===== config.mk =====
export PLATFORM = sky130hd
export DESIGN_NAME = mealy_seq_detector_flat
export DESIGN_NICKNAME = d
export VERILOG_FILES = /design/src/rtl/mealy_seq_detector_if.sv /design/src/rtl/mealy_seq_detector.sv /design/src/flat_wrapper.sv
export SDC_FILE = /design/constraint.sdc
export NUM_CORES = 1
export LEC_CHECK = 0
export BUFFER_PORTS_ARGS = -buffer_cell sky130_fd_sc_hd__buf_2
export CORE_AREA = 2 2 39 41
export CTS_BUF_LIST = sky130_fd_sc_hd__clkbuf_4 sky130_fd_sc_hd__clkbuf_8
export CTS_CLUSTER_SIZE = 12
export DETAILED_ROUTE_END_ITERATION = 16
export DIE_AREA = 0 0 41 43
export GPL_ROUTABILITY_DRIVEN = 0
export GPL_TIMING_DRIVEN = 0
export PLACE_DENSITY = 0.4
export SLEW_MARGIN = 25
export SYNTH_ARGS = -nofsm -noshare
export SYNTH_HDL_FRONTEND = slang
export SYNTH_SLANG_ARGS = --single-unit

===== constraint.sdc =====
create_clock -name clk -period 1.1 [get_ports clk]
set_clock_uncertainty 0.1 [all_clocks]
set_input_delay 0.11 -clock clk [delete_from_list [all_inputs] [get_ports clk]]
set_output_delay 0.11 -clock clk [all_outputs]
set_load 0.05 [all_outputs]

===== src/rtl/mealy_seq_detector_if.sv =====
// Serial-detector bus: bit strobe, data bit and counter clear towards the
// detector, plus match pulse and match counter back from it.
interface mealy_seq_detector_if #(
    parameter int CNT_W = 8
);
    logic             en;
    logic             a;
    logic             clr_cnt;
    logic             y;
    logic [CNT_W-1:0] match_cnt;
    logic             cnt_sat;

    modport master (output en, a, clr_cnt, input y, match_cnt, cnt_sat);
    modport slave  (input en, a, clr_cnt, output y, match_cnt, cnt_sat);
endinterface


===== src/rtl/mealy_seq_detector.sv =====
// Parametrised Mealy serial-pattern detector with KMP-style fallback on
// mismatch and optional overlapping matches.
// Optional saturating match counter: define MEALY_SEQ_DET_CNT_EN to build it,
// otherwise match_cnt/cnt_sat are tied to 0 and clr_cnt is ignored.
//
// state s_q | meaning
// ----------+---------------------------------------------------------------
// 0         | no progress: next bit is compared with PATTERN[PATTERN_LEN-1]
// k         | the last k consumed bits equal the first k pattern bits
// LEN-1     | one bit short: a matching bit here asserts y
module mealy_seq_detector #(
    parameter int                     PATTERN_LEN = 4,
    parameter logic [PATTERN_LEN-1:0] PATTERN     = 4'b1011,
    parameter int                     OVERLAP     = 1,
    parameter int                     CNT_W       = 8
) (
    input  logic                 clk,
    input  logic                 reset,
    mealy_seq_detector_if.slave  bus
);
    localparam int SW    = $clog2(PATTERN_LEN);
    localparam int NS    = 2 ** SW;
    localparam int TBL_W = 2 * NS * SW;
    localparam logic [SW-1:0] LAST = SW'(PATTERN_LEN - 1);

    // exp(s) lookup, padded to a power of two so any s_q value indexes safely
    function automatic logic [NS-1:0] build_exp();
        logic [NS-1:0] e;
        e = '0;
        for (int s = 0; s < PATTERN_LEN; s++) begin
            e[s] = PATTERN[PATTERN_LEN-1-s];
        end
        return e;
    endfunction

    // Longest proper prefix of PATTERN that is also a suffix
    function automatic int border_len();
        int  best;
        logic ok;
        best = 0;
        for (int k = 1; k < PATTERN_LEN; k++) begin
            ok = 1'b1;
            for (int i = 0; i < k; i++) begin
                if (PATTERN[k-1-i] != PATTERN[PATTERN_LEN-1-i]) ok = 1'b0;
            end
            if (ok) best = k;
        end
        return best;
    endfunction

    // Next-state table indexed by {s, a}; entry width SW
    function automatic logic [TBL_W-1:0] build_tbl();
        logic [TBL_W-1:0] t;
        int   best;
        int   j;
        logic bi;
        logic tj;
        logic ok;
        t = '0;
        for (int s = 0; s < PATTERN_LEN; s++) begin
            for (int b = 0; b < 2; b++) begin
                bi = (b == 1);
                best = 0;
                if (bi == PATTERN[PATTERN_LEN-1-s]) begin
                    if (s < PATTERN_LEN - 1) best = s + 1;
                    else if (OVERLAP != 0)   best = border_len();
                    else                     best = 0;
                end else begin
                    // longest suffix of (prefix_s, a) that is a pattern prefix
                    for (int k = 1; k <= s; k++) begin
                        ok = 1'b1;
                        for (int i = 0; i < k; i++) begin
                            j  = s + 1 - k + i;
                            tj = (j == s) ? bi : PATTERN[PATTERN_LEN-1-j];
                            if (tj != PATTERN[PATTERN_LEN-1-i]) ok = 1'b0;
                        end
                        if (ok) best = k;
                    end
                end
                t[(s*2+b)*SW +: SW] = SW'(best);
            end
        end
        return t;
    endfunction

    localparam logic [NS-1:0]    EXP_TBL  = build_exp();
    localparam logic [TBL_W-1:0] NEXT_TBL = build_tbl();

    logic [SW-1:0] s_q, s_d;
    logic          exp_bit;

    // Next-state lookup; state holds on cycles without a bit strobe
    always_comb begin
        exp_bit = EXP_TBL[s_q];
        s_d     = s_q;
        if (bus.en) begin
            s_d = NEXT_TBL[32'({s_q, bus.a}) * SW +: SW];
        end
    end

    assign bus.y = !reset && bus.en && (s_q == LAST) && (bus.a == exp_bit);

    // Progress register; reset discards any partial match
    always_ff @(posedge clk) begin
        if (reset) s_q <= '0;
        else       s_q <= s_d;
    end

`ifdef MEALY_SEQ_DET_CNT_EN
    logic [CNT_W-1:0] cnt_q, cnt_d;

    // Saturating match count; clear wins over a simultaneous match
    always_comb begin
        cnt_d = cnt_q;
        if (bus.clr_cnt)              cnt_d = '0;
        else if (bus.y && !(&cnt_q))  cnt_d = cnt_q + CNT_W'(1);
    end

    // Counter register
    always_ff @(posedge clk) begin
        if (reset) cnt_q <= '0;
        else       cnt_q <= cnt_d;
    end

    assign bus.match_cnt = cnt_q;
    assign bus.cnt_sat   = &cnt_q;
`else
    logic unused_clr_cnt;
    assign unused_clr_cnt = bus.clr_cnt;
    assign bus.match_cnt  = '0;
    assign bus.cnt_sat    = 1'b0;
`endif
endmodule


===== src/flat_wrapper.sv =====
// flat-port wrapper written by rule: the top's interface ports become plain ports
module mealy_seq_detector_flat 
#(
    parameter int                     PATTERN_LEN = 4,
    parameter logic [PATTERN_LEN-1:0] PATTERN     = 4'b1011,
    parameter int                     OVERLAP     = 1,
    parameter int                     CNT_W       = 8
)
  (clk, reset, bus_en, bus_a, bus_clr_cnt, bus_y, bus_match_cnt, bus_cnt_sat);
  mealy_seq_detector_if #(.CNT_W(CNT_W)) bus_i ();
  input  logic clk;
  input  logic reset;
  input wire logic [$bits(bus_i.en)-1:0] bus_en;
  input wire logic [$bits(bus_i.a)-1:0] bus_a;
  input wire logic [$bits(bus_i.clr_cnt)-1:0] bus_clr_cnt;
  output wire logic [$bits(bus_i.y)-1:0] bus_y;
  output wire logic [$bits(bus_i.match_cnt)-1:0] bus_match_cnt;
  output wire logic [$bits(bus_i.cnt_sat)-1:0] bus_cnt_sat;
  assign bus_i.en = bus_en;
  assign bus_i.a = bus_a;
  assign bus_i.clr_cnt = bus_clr_cnt;
  assign bus_y = bus_i.y;
  assign bus_match_cnt = bus_i.match_cnt;
  assign bus_cnt_sat = bus_i.cnt_sat;
  mealy_seq_detector #(.PATTERN_LEN(PATTERN_LEN), .PATTERN(PATTERN), .OVERLAP(OVERLAP), .CNT_W(CNT_W)) u_core (.clk(clk), .reset(reset), .bus(bus_i));
endmodule

==> impl_metrics.env <==
export IMPL_syn_inst=21
export IMPL_regMostFlops="u_core.s_q"
export IMPL_drc_errors=0
export IMPL_vdd_drop_max_v=0.000233
export IMPL_num_vias=146
export IMPL_fillers=155
export IMPL_status="finished, violations left"
export IMPL_cellPowerDensity_mw_per_mm2=1200
export IMPL_combPwrFrac_pct=32.4
export IMPL_dieArea_sq_mm=0.00176
export IMPL_drt_pass1_iter_count=2
export IMPL_grt_max_degree=5
export IMPL_ys_ff_latch=2
export IMPL_insertion_delay_ns=0.22
export IMPL_avgSynthCellArea_sq_um=8.46
export IMPL_final_cell_mix="buf_4 (9), conb_1 (9), clkbuf_4 (3), buf_2 (3)"
export IMPL_layout_drive_gt1_share_pct=55.6
export IMPL_cts_max_level=1
export IMPL_core_area_sq_mm=0.00138
export IMPL_drt_initial_drc_count=1
export IMPL_start_util_pct=12.8
export IMPL_n_antenna_cell=0
export IMPL_syn_cell_area_sq_um=178
export IMPL_detail_route_vias_per_cell=2.81
export IMPL_setup_viol=1
export IMPL_crit_fanout=3
export IMPL_worstSetupEndpointType="output port"
export IMPL_io_buffer_count=4
export IMPL_fin_crit_ns=1.15
export IMPL_cts_root_buf="clkbuf_4"
export IMPL_max_freq_mhz=866
export IMPL_stdcell_area_sq_um=294
export IMPL_ant_nets=0
export IMPL_wl_per_cell_um=5.65
export IMPL_regArea_sq_um=41.3
export IMPL_yosysSeqAreaShare_pct=22.5
export IMPL_overflow=0
export IMPL_synth_top_area_share_pct=38.0
export IMPL_final_nets=44
export IMPL_top_level_ports=15
export IMPL_clkSinkCount=2
export IMPL_internal_power_mw=0.229
export IMPL_cts_tree="built"
export IMPL_yosysTopAreaCell="buf_4"
export IMPL_power_switching_share_pct=35.3
export IMPL_cp_required_ns=0.89
export IMPL_worstSetupStartpointType="flop"
export IMPL_clkSlewWorstSetupHoldPaths_ns=0.03
export IMPL_synth_distinct_cells=12
export IMPL_power_switching_mw=0.125
export IMPL_reg_largest_list="u_core.s_q (2)"
export IMPL_fin_crit_sh_pct=105
export IMPL_rsz0062_at_grt="yes"
export IMPL_antenna_found_initial=0
export IMPL_clkPwrFrac_pct=45.1
export IMPL_place_area_sq_um=259
export IMPL_core_rowCount=14
export IMPL_clock_path_buffers=2
export IMPL_hold_viol=0
export IMPL_chipHeight_um=43
export IMPL_maxCapViolCount=0
export IMPL_slew_violations=0
export IMPL_p_total_mw=0.353
export IMPL_synth_area_leaders="buf_4 (38%), dfxtp_1 (23%), ha_1 (7.0%)"
export IMPL_worst_setup_path_type="flop to output port"
export IMPL_ys_warnings_count=0
export IMPL_wl_um=294
export IMPL_die_w_um=41
export IMPL_seqPwrFrac_pct=22.5
export IMPL_worst_slack_ns=-0.0548
export IMPL_grt_pass1_vias=139
export IMPL_arrival_ns=0.94
export IMPL_grt_pass1_wl_um=545
export IMPL_grt_util_all_layers_pct=5.61
export IMPL_multi_input_area_sq_um=113
export IMPL_cts_buffers=3
export IMPL_syn2layout_area_growth_pct=65.5
export IMPL_holdCritPathClass="input pin to flop"
export IMPL_largest_reg_flops=2
export IMPL_p_leak_nw=0.159
export IMPL_violations="setup timing"
## power groups by stage
stage | clock [mW] | combinational [mW] | sequential [mW]
global route | 0.185 | 0.123 | 0.0799
CTS | 0.173 | 0.114 | 0.0794
finish | 0.159 | 0.114 | 0.0794
global placement | 0 | 0.113 | 0.0793
floorplan | 0 | 0.102 | 0.0788
detailed placement | 0 | 0.113 | 0.0793
## stage by stage
| stage | hold WS (ns) | instances | TNS, ns | setup slack, ns | util (%) |
|---|---|---|---|---|---|
| 4_1_cts | 0.0113 | 52 | -0.0696 | -0.0696 | 21.2 |
| 5_1_grt | 0.0252 | 52 | -0.148 | -0.128 | 21.2 |
| 3_5_place_dp | 0.248 | 49 | 0 | 0.0296 | 18.7 |
| 2_1_floorplan | 0.0724 | 29 | 0 | 0.0283 | - |
| 6_report | 0.0225 | 52 | -0.0548 | -0.0548 | 21.2 |
| 3_3_place_gp | 0.248 | 49 | 0 | 0.0361 | 18.7 |
## area by class of cell
type                       instances  share of cell area, %
tap                               16                   6.81
inverter                           1                   1.28
clock buffer                       3                   7.66
sequential                         2                   14.0
multi-input combinational         17                   38.3
buffer                             9                   23.0
timing repair buffer               4                   8.94
## cell families (layout without fill, tap and decap cells)
| logic type | Yosys count | count (layout) | synth area share, % |
|---|---|---|---|
| buffers and inverters | 10 | 17 | 40.1 |
| AND/OR/NAND/NOR | 4 | 4 | 12.0 |
| AO/OA/AOI/OAI | 2 | 2 | 10.6 |
| flip-flops | 2 | 2 | 22.5 |
| adder cells (fa/ha/maj) | 1 | 1 | 7.04 |
| other | 1 | 9 | 2.11 |
| multiplexers | 1 | 1 | 5.63 |
## final timing paths
path / cells past startpoint / slack, ns / startpoint / to
worst max-delay path: 3 / -0.05 / u_core.s_q[0] / bus_y
worst min-delay path: 2 / 0.02 / reset / u_core.s_q[1]
worst max register to register: 3 / 0.05 / u_core.s_q[0] / u_core.s_q[1]
worst min register to register: 2 / 0.41 / u_core.s_q[0] / u_core.s_q[0]
## per-layer routing
metal / track usage [%] / wire (um) / vias up
met5: 0 / 0 / -
met1: 4.47 / 104 / 56
met3: 4.71 / 53 / 0
li1: - / - / 81
met2: 6.56 / 136 / 9
met4: 8.00 / 0 / 0
## critical path, cell delays in order (launching register included)
cell,delay [ns]
dfxtp_2,0.33
nand3_2,0.09
nor3_4,0.12
buf_6,0.17
## synthesized netlist by cell type
library cell / number
a21bo_1: 1
a21oi_2: 1
buf_4: 9
conb_1: 1
dfxtp_1: 2
ha_1: 1
inv_1: 1
mux2i_1: 1
nand3_1: 1
nand3b_1: 1
nor2_1: 1
nor3_1: 1
## what timing repair did
action,CTS,global route
resized for setup,4,0
hold buffers,0,0
pin swaps,0,2
buffers inserted,0,0
setup endpoints to repair,1,2
Note: power is estimated with default switching activity, not from simulation.
